===== src/rtl/serial_ripple_subtractor_pkg.sv =====
// ============================================================================
// Module   : serial_ripple_subtractor_pkg
// Brief    : State encoding and default width for the serial subtractor.
// Revision : 1.0 - initial release
// ============================================================================
`default_nettype none

package serial_ripple_subtractor_pkg;

  localparam int DEFAULT_WIDTH = 4;

  localparam logic [1:0] c_ST_IDLE = 2'b00;
  localparam logic [1:0] c_ST_RUN  = 2'b01;
  localparam logic [1:0] c_ST_DONE = 2'b10;

endpackage

`default_nettype wire


===== src/rtl/serial_ripple_subtractor_if.sv =====
// ============================================================================
// Module   : serial_ripple_subtractor_if
// Brief    : Request/result bundle between a requester and the subtractor.
// Revision : 1.0 - initial release
// ============================================================================
`default_nettype none

interface serial_ripple_subtractor_if
  import serial_ripple_subtractor_pkg::*;
#(
  parameter int WIDTH = DEFAULT_WIDTH
);
  logic             start;
  logic [WIDTH-1:0] a;
  logic [WIDTH-1:0] b;
  logic             bin;
  logic             busy;
  logic             done;
  logic [WIDTH-1:0] d;
  logic             bout;

  modport master (output start, a, b, bin, input busy, done, d, bout);
  modport slave  (input start, a, b, bin, output busy, done, d, bout);
endinterface

`default_nettype wire


===== src/rtl/full_subtractor_bit.sv =====
// ============================================================================
// Module   : full_subtractor_bit
// Brief    : One-bit combinational full subtractor cell.
// Revision : 1.0 - initial release
// ============================================================================
`default_nettype none

module full_subtractor_bit (
  output logic diff,
  output logic bout,
  input  logic a,
  input  logic b,
  input  logic bin
);
  assign diff = a ^ b ^ bin;
  assign bout = (~a & b) | (~(a ^ b) & bin);
endmodule

`default_nettype wire


===== src/rtl/serial_ripple_subtractor.sv =====
// ============================================================================
// Module   : serial_ripple_subtractor
// Brief    : Bit-serial a - b - bin, one bit per clock, LSB first.
// Revision : 1.0 - initial release
// ============================================================================
`default_nettype none

module serial_ripple_subtractor
  import serial_ripple_subtractor_pkg::*;
#(
  parameter int WIDTH = DEFAULT_WIDTH
) (
  input  logic                       clk,
  input  logic                       rst_n,
  serial_ripple_subtractor_if.slave  bus
);
  localparam int             CW         = $clog2(WIDTH) + 1;
  localparam logic [CW-1:0]  c_CNT_ONE  = CW'(1);
  localparam logic [CW-1:0]  c_CNT_LAST = CW'(WIDTH - 1);

  logic [1:0]       r_state;
  logic [CW-1:0]    r_cnt;
  // Minuend shifts out at bit 0 while difference bits shift in at the MSB,
  // so after WIDTH shifts this register holds the finished result.
  logic [WIDTH-1:0] r_a_res;
  logic [WIDTH-1:0] r_b;
  logic             r_brw;
  logic [WIDTH-1:0] r_d;
  logic             r_bout;

  logic             w_diff;
  logic             w_bout;
  logic [WIDTH-1:0] w_res_next;

  full_subtractor_bit u_cell (
    .diff (w_diff),
    .bout (w_bout),
    .a    (r_a_res[0]),
    .b    (r_b[0]),
    .bin  (r_brw)
  );

  assign w_res_next = {w_diff, r_a_res[WIDTH-1:1]};

  always_ff @(posedge clk or negedge rst_n) begin
    if (!rst_n) begin
      r_state <= c_ST_IDLE;
      r_cnt   <= '0;
      r_a_res <= '0;
      r_b     <= '0;
      r_brw   <= 1'b0;
      r_d     <= '0;
      r_bout  <= 1'b0;
    end else begin
      case (r_state)
        c_ST_IDLE: begin
          if (bus.start) begin
            r_a_res <= bus.a;
            r_b     <= bus.b;
            r_brw   <= bus.bin;
            r_cnt   <= '0;
            r_state <= c_ST_RUN;
          end
        end
        c_ST_RUN: begin
          r_a_res <= w_res_next;
          r_b     <= {1'b0, r_b[WIDTH-1:1]};
          r_brw   <= w_bout;
          r_cnt   <= r_cnt + c_CNT_ONE;
          if (r_cnt == c_CNT_LAST) begin
            r_d     <= w_res_next;
            r_bout  <= w_bout;
            r_state <= c_ST_DONE;
          end
        end
        c_ST_DONE: r_state <= c_ST_IDLE;
        default:   r_state <= c_ST_IDLE;
      endcase
    end
  end

  assign bus.busy = (r_state == c_ST_RUN) || (r_state == c_ST_DONE);
  assign bus.done = (r_state == c_ST_DONE);
  assign bus.d    = r_d;
  assign bus.bout = r_bout;
endmodule

`default_nettype wire


===== src/flat_wrapper.sv =====
// flat-port wrapper written by rule: the top's interface ports become plain ports
module serial_ripple_subtractor_flat import serial_ripple_subtractor_pkg::*;
#(
  parameter int WIDTH = DEFAULT_WIDTH
)
  (clk, rst_n, bus_start, bus_a, bus_b, bus_bin, bus_busy, bus_done, bus_d, bus_bout);
  serial_ripple_subtractor_if #(.WIDTH(WIDTH)) bus_i ();
  input  logic clk;
  input  logic rst_n;
  input wire logic [$bits(bus_i.start)-1:0] bus_start;
  input wire logic [$bits(bus_i.a)-1:0] bus_a;
  input wire logic [$bits(bus_i.b)-1:0] bus_b;
  input wire logic [$bits(bus_i.bin)-1:0] bus_bin;
  output wire logic [$bits(bus_i.busy)-1:0] bus_busy;
  output wire logic [$bits(bus_i.done)-1:0] bus_done;
  output wire logic [$bits(bus_i.d)-1:0] bus_d;
  output wire logic [$bits(bus_i.bout)-1:0] bus_bout;
  assign bus_i.start = bus_start;
  assign bus_i.a = bus_a;
  assign bus_i.b = bus_b;
  assign bus_i.bin = bus_bin;
  assign bus_busy = bus_i.busy;
  assign bus_done = bus_i.done;
  assign bus_d = bus_i.d;
  assign bus_bout = bus_i.bout;
  serial_ripple_subtractor #(.WIDTH(WIDTH)) u_core (.clk(clk), .rst_n(rst_n), .bus(bus_i));
endmodule

===== config.mk =====
export PLATFORM = sky130hd
export DESIGN_NAME = serial_ripple_subtractor_flat
export DESIGN_NICKNAME = d
export VERILOG_FILES = /design/src/rtl/serial_ripple_subtractor_pkg.sv /design/src/rtl/serial_ripple_subtractor_if.sv /design/src/rtl/full_subtractor_bit.sv /design/src/rtl/serial_ripple_subtractor.sv /design/src/flat_wrapper.sv
export SDC_FILE = /design/constraint.sdc
export NUM_CORES = 1
export LEC_CHECK = 0
export CAP_MARGIN = 20
export CORE_MARGIN = 2
export CORE_UTILIZATION = 65
export CTS_CLUSTER_SIZE = 40
export DETAILED_ROUTE_END_ITERATION = 8
export DONT_BUFFER_PORTS = 1
export MAX_ROUTING_LAYER = met4
export PLACE_DENSITY = 0.79
export SETUP_SLACK_MARGIN = 0.2
export SKIP_CTS_REPAIR_TIMING = 1
export SLEW_MARGIN = 20
export SYNTH_ARGS = -nofsm -noshare
export SYNTH_HDL_FRONTEND = slang
export SYNTH_HIERARCHICAL = 1
export SYNTH_SLANG_ARGS = --single-unit

===== constraint.sdc =====
create_clock -name clk -period 3.6 [get_ports clk]
set_input_delay 0.72 -clock clk [delete_from_list [all_inputs] [get_ports clk]]
set_output_delay 0.72 -clock clk [all_outputs]
set_load 0.02 [all_outputs]

==> Word-level counts from Yosys, hierarchy flattened <==
Index checks and enable logic that the tools add are counted.
{ "totals": {"register_bits": 19, "latch_bits": 0, "ramBits": 0, "mem_bits_ro": 0, "input_bits": 12, "out_inout_bits": 7, "word_cells": 37, "mem_count": 0} }
{ "classes": {"add_sub_neg": 1, "mul": 0, "div": 0, "order_cmp": 0, "n_eq_ne": 5, "shifts": 0, "mux": 11, "bitwise": 7, "reduce_logical": 6} }
{ "op_table": {"columns": ["cell", "n"], "rows": [
  ["case mux 4 bit (2 select lines)", 2],
  ["2-to-1 mux 4 bit", 2],
  ["case mux 3 bit (2 select lines)", 1],
  ["AND reduction 2 bit", 3],
  ["2-to-1 mux 2 bit", 2],
  ["case mux 2 bit (2 select lines)", 1],
  ["adder 3 x 1 -> 3 bit, second input constant", 1],
  ["== test 3 x 2 -> 1 bit, second input constant", 1],
  ["2-to-1 mux 3 bit", 1],
  ["AND 1 bit", 2],
  ["== test 2 x 1 -> 1 bit, second input constant", 1],
  ["== test 2 bit, second input constant", 1],
  ["zero test 2 bit", 1],
  ["inequality test 2 x 1 -> 1 bit, second input constant", 1],
  ["inequality test 2 bit, second input constant", 1],
  ["inverter 1 bit", 2],
  ["case mux 1 bit (2 select lines)", 1],
  ["nonzero test 2 bit", 1],
  ["XOR 1 bit", 2],
  ["logical OR 1 bit", 1],
  ["2-to-1 mux 1 bit", 1],
  ["bitwise OR 1 bit", 1]
]} }

==> Logic depth before layout (Yosys ltp) <==
Gate-level depths: netlist (run 1).
{ "depth": {"depth_word": 5, "ltp_mapped": 6, "mapped_depth_nobuf": 5} }

==> Cells and area by module <==
The synthesis (run 1) kept the hierarchy.
{ "by_module_without_submodules": {"columns": ["module", "n_inst", "cells_per_inst", "area_each_um2", "seq_area_each_um2"], "rows": [
  ["serial_ripple_subtractor", 1, 86, 1012.2, 475.5],
  ["full_subtractor_bit", 1, 4, 31.3, 0.0]
]} }

==> Least setup slack after synthesis (run 1) <==
OpenSTA, ideal clock, no wires.
{ "synth_timing": {"kind": "register -> output", "start": "reg u_core.r_state[0]", "end": "out bus_busy", "arrival_time_ns": 0.767, "t_required_ns": 2.880, "setup_slack_ns": 2.113, "stages_incl_launch_ff": 3, "path_buffers": 0, "path_cell_list": "dfrtp_1 -> inv_1 -> ha_1"} }
{ "synth_via": {"elab_chain_len": 2, "word_cells_on_any_way": 3, "classes_between": "2 x eq/ne; 1 x reduce/logical"} }
{ "synth_lines": {"columns": ["element", "line", "text"], "rows": [
  ["start, declared", "serial_ripple_subtractor.sv:21", "logic [1:0] r_state;"],
  ["start signal, assigned", "serial_ripple_subtractor.sv:47", "r_state <= c_ST_IDLE;"],
  ["start signal, assigned", "serial_ripple_subtractor.sv:62", "r_state <= c_ST_RUN;"],
  ["start signal, assigned", "serial_ripple_subtractor.sv:73", "r_state <= c_ST_DONE;"],
  ["== test 2 x 1 -> 1 bit or == test 2 bit (tied branches)", "serial_ripple_subtractor.sv:82", "assign bus.busy = (r_state == c_ST_RUN) || (r_state == c_ST_DONE);"],
  ["logical OR 1 bit *", "serial_ripple_subtractor.sv:82", null],
  ["end, declared", "flat_wrapper.sv:14", "output wire logic [$bits(bus_i.busy)-1:0] bus_busy;"]
]} }
Mark *: on every way between the ends. The rest lies on a longest branch, timed or not.

==> Worst setup path after layout (run 1) <==
{ "layout_timing": {"start": "reg u_core.r_state[1]", "end": "reg u_core.r_bout, in the netlist u_core/bus.bout"} }
{ "layout_via": {"elab_chain_len": 2} }
{ "layout_lines": {"columns": ["element", "line", "text"], "rows": [
  ["== test 2 x 1 -> 1 bit", "serial_ripple_subtractor.sv:55", "case (r_state)"],
  ["AND reduction 2 bit (no line)", null, null],
  ["end signal, assigned", "serial_ripple_subtractor.sv:72", "r_bout <= w_bout;"],
  ["end, declared", "serial_ripple_subtractor.sv:29", "logic r_bout;"]
]} }
Every way passes these cells.
A chain may end at the register's enable or synchronous reset.

==> metrics.cfg, run 1 <==
[timing]
period_minus_slack_ns = 1.96
timing_worst_slew_pin_value_ns = 0.781
rsz0062_at_grt = no
maxClockFrequency_mhz = 510
hold_violations = 0
fin_hold_ws_ns = 0.106
timing.max_slew.rel_slack_pct = 47.9
fin_setup_tns_ns = 0
final.period_utilization_pct = 54.4
fin_worst_skew_ns = 0.00408
setup_viol = 0
slew_violations = 0

[clock_tree]
clock_tree_from_tritoncts = done
clockBufferDepth = 2
htreeDepth = 1
clkTransAtPathRegs_ns = 0.10
clock_sinks = 19
clk_root_buffer_cell = clkbuf_4
cts-buffers-inserted = 3
clock_latency_ns = 0.29

[cells_and_area]
finish.cell_count_without_fillers = 105
final_util_pct = 68.5
area_growth_pct = -1.08
final_layout_size_suffix_gt1_share_pct = 19.1
fin_nets = 108
num_antenna_cells = 0

[place]
hpwlAfterDp_um = 1290
placed_cells = 101
finalWeightedCongestion = 0.795
io_buffers = 0

[synthesis]
synth_async_sr_flop_share_pct = 100
synth.ff_latch_count = 19
yosysTopAreaCellShare_pct = 45.6
synth.distinct_cells = 29
synth_top_area_cell = dfrtp_1
synth_common_cells = dfrtp_1, inv_1, nand2b_1
dominantRegCellSynth = dfrtp_1
synth-simple-area-share_pct = 14.1
synthesis.nets = 108
synth-edff-count = 0
main_combinational_cell_family_by_area_after_synthesis = compound AO/OA/AOI/OAI gates
synthAdderAreaFrac_pct = 7.91
synth.top_cells.by_area = dfrtp_1, ha_1, mux2_2
avgSynthCellArea_um2 = 11.6
syn-instance-count = 90
yosys.cell_count.top_type = dfrtp_1
syn-cell-area_um2 = 1040
synth_compound_area_share_pct = 18.9
synth_seq_area_share_pct = 45.6
muxShareOfSynthArea_pct = 5.40
synthXorXnorAreaFrac_pct = 0
yosys_warnings = 6

[drt]
route.detailed.vias_per_inst = 6.27
routed_vias = 658
first_iter_violations = 17
antenna_left = 0
wl_um = 1780
routedWlPerCell_um = 17.0
drt_drc_violations_left = 0
drt-pass1-iter-count = 4

[worst_setup_path]
critPathMaxFanout = 21
timing.critical_path.required_ns = 3.79
worstPathArrival_ns = 2.15
timing.rr.end = u_core/bus.bout
path_class = reg2reg
worst_setup_path_startpoint = u_core/r_state[1]
r2r_cells = 4
r2r_slack_ns = 1.64
critical_path.reg2reg.startpoint = u_core/r_state[1]
crit_path_start_kind = flip-flop
worstSetupEndpointType = flip-flop
termination_of_the_worst_setup_path = u_core/bus.bout

[global_routing]
antenna_found_initial = 0
first_global_vias = 660
gr-usage-all-layers_pct = 22.7
grt_start_max_net_pins = 22
globalRoute.totalOverflow = 0
global_route_wire_length_before_repair_um = 3040

[die]
initial_core_util_pct = 69.3
row_count = 14
fp.dieH_um = 44.1
die_w_um = 44.1
core_box_area_um2 = 1510
die_area_um2 = 1940
design.portCount = 19

[power]
vdd.ir_drop.worst_uv = 479
static-leakage-power_nw = 0.440
power.density_nw_per_um2 = 985

[min_path]
timing.hold.worst.class = in2async

[run_status]
outcome = finished clean

[run]
cap_viol_max_count = 0

[power breakdown]
group	internal, mW	switching [mW]	leakage (nW)
Combinational	0.229	0.263	0.194
Clock	0.0431	0.0620	0.0150
Sequential	0.315	0.105	0.231
[metrics by stage]
stage | power [mW] | setup WS (ns) | cell area, µm²
detailed placement | 0.915 | 1.66 | 1010
global route | 1.11 | 1.52 | 1030
finish | 1.02 | 1.64 | 1030
CTS | 1.02 | 1.63 | 1030
global placement | 0.900 | 1.70 | 1010
floorplan | 0.881 | 2.11 | 1040
[flip-flops by register name (all words and copies together) (netlist names)]
name             count
u_core/r_state       2
u_core/bus.d         4
u_core/r_b           4
u_core/bus.bout      1
u_core/r_a_res       4
u_core/r_brw         1
u_core/r_cnt         3
[cells by family (layout without fill, tap and decap cells)]
group / count (synthesis) / after routing
AO/OA/AOI/OAI: 24 / 24
AND/OR/NAND/NOR: 24 / 24
flip-flops: 19 / 19
buffers and inverters: 12 / 11
adder cells (fa/ha/maj): 6 / 6
multiplexers: 5 / 5
[how the worst min path moves through the flow]
stage / startpoint / to / slack, ns / depth (start not counted)
3_5_place_dp: rst_n / u_core/bus.d[3] / 0.42 / 0
4_1_cts: rst_n / u_core/bus.d[3] / 0.09 / 0
2_1_floorplan: rst_n / u_core/bus.bout / 0.42 / 0
6_report: rst_n / u_core/bus.d[3] / 0.11 / 0
3_3_place_gp: rst_n / u_core/bus.d[3] / 0.42 / 0
5_1_grt: rst_n / u_core/r_a_res[2] / 0.08 / 0
[cell usage in the layout (no fill, tap or decap), types with 3 or more instances in the layout]
master	count
nand3_1	4
o21ai_0	3
inv_1	7
ha_1	5
a21oi_1	5
clkbuf_4	3
o22a_2	4
o221a_1	5
nand2b_1	6
dfrtp_1	19
nor2_1	3
mux2_2	5
[worst max-delay path, cell delays in order (launching register included)]
cell,delay [ns]
dfrtp_1,0.41
inv_1,0.08
ha_1,0.66
nand2_1,0.33
mux2_2,0.37
[metal layers]
metal | global-route usage, % | wire length, µm | vias up
met3 | 2.45 | 82 | 2
met1 | 31.4 | 826 | 318
met5 | - | 0 | -
li1 | - | - | 324
met4 | 12.1 | 10 | 0
met2 | 32.9 | 865 | 14
[final cells by class]
class	count	area (µm²)
well taps	16	20.0
multi-input cells	59	484
inverters	7	26.3
flip-flops and latches	19	475
fillers	107	474
clock buffers	4	26.3
(Power assumes the default switching activity.)
==> run 2: changes to the inputs <==
CORE_UTILIZATION = 54   (was 65)
PLACE_DENSITY = 0.7   (was 0.79)
clock period = 1.7 ns   (was 3.6 ns; I/O delays follow)
==> run 2 against run 1 <==
Highest routed layer unchanged. Critical path depth is 2 lower. Clock power up 110%. Cell area rose by 7.9%. Sequential share of layout area decreased by 3.4 points. Register-to-register slack lost 1.4 ns. Clock-buffer cell count stayed put. Via count grew 5.6%. Critical endpoint is now bus_busy. Hold slack gained 0.12 ns.
==> metrics.cfg, run 2 (synthesized netlist as in run 1, its figures left out) <==
[die]
initial_core_util_pct = 59.1
core_box_area_um2 = 1760
fp.dieH_um = 48.0
die_area_um2 = 2300
design.portCount = 19
die_w_um = 48.0
row_count = 15

[global_routing]
globalRoute.totalOverflow = 0
gr-usage-all-layers_pct = 20.3
first_global_vias = 670
grt_start_max_net_pins = 20
antenna_found_initial = 0
global_route_wire_length_before_repair_um = 3030

[cells_and_area]
most_common_cell_after_layout_fill_and_taps_aside = dfrtp_1
num_antenna_cells = 0
multi_input_logic_area_um2 = 494
commonest_cells_after_routing_fill_and_taps_aside = dfrtp_1, inv_1
area.sequential_um2 = 475
num-fill-cells = 151
final_layout_size_suffix_gt1_share_pct = 27.4
area_growth_pct = 6.71
finish.cell_count_without_fillers = 120
fin_nets = 114

[timing]
setup_viol = 0
fin_worst_skew_ns = 0.00178
slew_violations = 0
maxClockFrequency_mhz = 686
timing.max_slew.rel_slack_pct = 45.6
fin_setup_tns_ns = 0
hold_violations = 0
period_minus_slack_ns = 1.46
final.period_utilization_pct = 85.7
rsz0062_at_grt = no
timing_worst_slew_pin_value_ns = 0.814

[drt]
routed_vias = 695
wl_um = 1880
drt-pass1-iter-count = 4
drt_drc_violations_left = 0
route.detailed.vias_per_inst = 5.79
first_iter_violations = 15
routedWlPerCell_um = 15.7
antenna_left = 0

[power]
power_switching_mw = 0.950
clkPwrFrac_pct = 9.5
power.total_mw = 2.32
vdd.ir_drop.worst_uv = 1150
seq_power_share_pct = 38.2
internal_power_mw = 1.37
comb_power_share_pct = 52.2
power.density_nw_per_um2 = 2080
static-leakage-power_nw = 0.472
netSwitchingFraction_pct = 41.0

[worst_setup_path]
worstSetupEndpointType = output pin
critical-path-slowest-cell = dfrtp_1
timing.critical_path.buf_inv = 1
worstPathArrival_ns = 1.12
critical_path.top_delay_family = flip-flops
critical-path-max-stage-delay_ns = 0.39
crit_path_start_kind = flip-flop
timing.critical_path.required_ns = 1.36
cp_cell_sequence = inv_1 -> ha_2
critPathMaxFanout = 3
path_class = reg2out

[clock_tree]
cts-buffers-inserted = 3
htreeDepth = 1
clk_root_buffer_cell = clkbuf_4
clkTransAtPathRegs_ns = 0.10
clockBufferDepth = 2
clock_latency_ns = 0.29
clock_sinks = 19
clock_tree_from_tritoncts = done

[place]
hpwlAfterDp_um = 1390
finalWeightedCongestion = 0.802
placed_cells = 113
io_buffers = 0

[min_path]
timing.hold.worst.class = in2reg

[run]
cap_viol_max_count = 0

[run_status]
outcome = finished clean

[run 2: worst paths after layout]
kind	start	end	slack, ns	depth (start not counted)
worst max register to register	u_core/r_cnt[0]	u_core/bus.d[1]	0.27	4
worst max-delay path	u_core/r_state[0]	bus_busy	0.24	2
worst min-delay path	bus_bin	u_core/r_brw	0.22	2
min in group asynchronous	rst_n	u_core/bus.d[3]	0.58	1
worst min register to register	u_core/r_cnt[2]	u_core/r_cnt[2]	0.52	1
max in group asynchronous	rst_n	u_core/r_state[0]	0.62	1
[run 2: per-stage QoR]
stage | instance area, µm² | setup WS (ns) | utilization (%) | hold slack (ns)
2_1_floorplan | 1040 | 0.340 | - | 0.0444
3_3_place_gp | 1050 | 0.197 | 59.6 | 0.0448
3_5_place_dp | 1050 | 0.141 | 59.6 | 0.0448
4_1_cts | 1080 | 0.121 | 61.1 | -0.282
5_1_grt | 1110 | 0.206 | 63.1 | 0.217
6_report | 1110 | 0.242 | 63.1 | 0.221
[run 2: layer usage]
layer	vias up	share of wire [%]	wire, µm	GRT usage (%)
met5	-	0	0	-
met4	0	1.0	19	9.73
met3	2	5.5	104	4.91
met2	16	45	844	28.3
met1	341	49	915	27.6
li1	336	-	-	-
[run 2: area by class of cell]
cell class	instances	area share, %
clock buffers	4	2.36
inverters	7	2.36
multi-input cells	59	44.4
flip-flops and latches	19	42.7
well taps	25	2.81
repair buffers	6	5.39
[run 2: worst register-to-register path: stages (launching register included)]
cell and delay, ns:
dfrtp_1 0.41, ha_1 0.20, ha_1 0.22, nand2_2 0.15, mux2_2 0.35
[run 2: power groups by stage]
stage | clock, mW | sequential, mW | combinational (mW)
4_1_cts | 0.227 | 0.891 | 1.16
2_1_floorplan | 0 | 0.853 | 1.01
3_5_place_dp | 0 | 0.899 | 1.16
3_3_place_gp | 0 | 0.897 | 1.14
6_report | 0.221 | 0.886 | 1.21
5_1_grt | 0.245 | 0.916 | 1.35
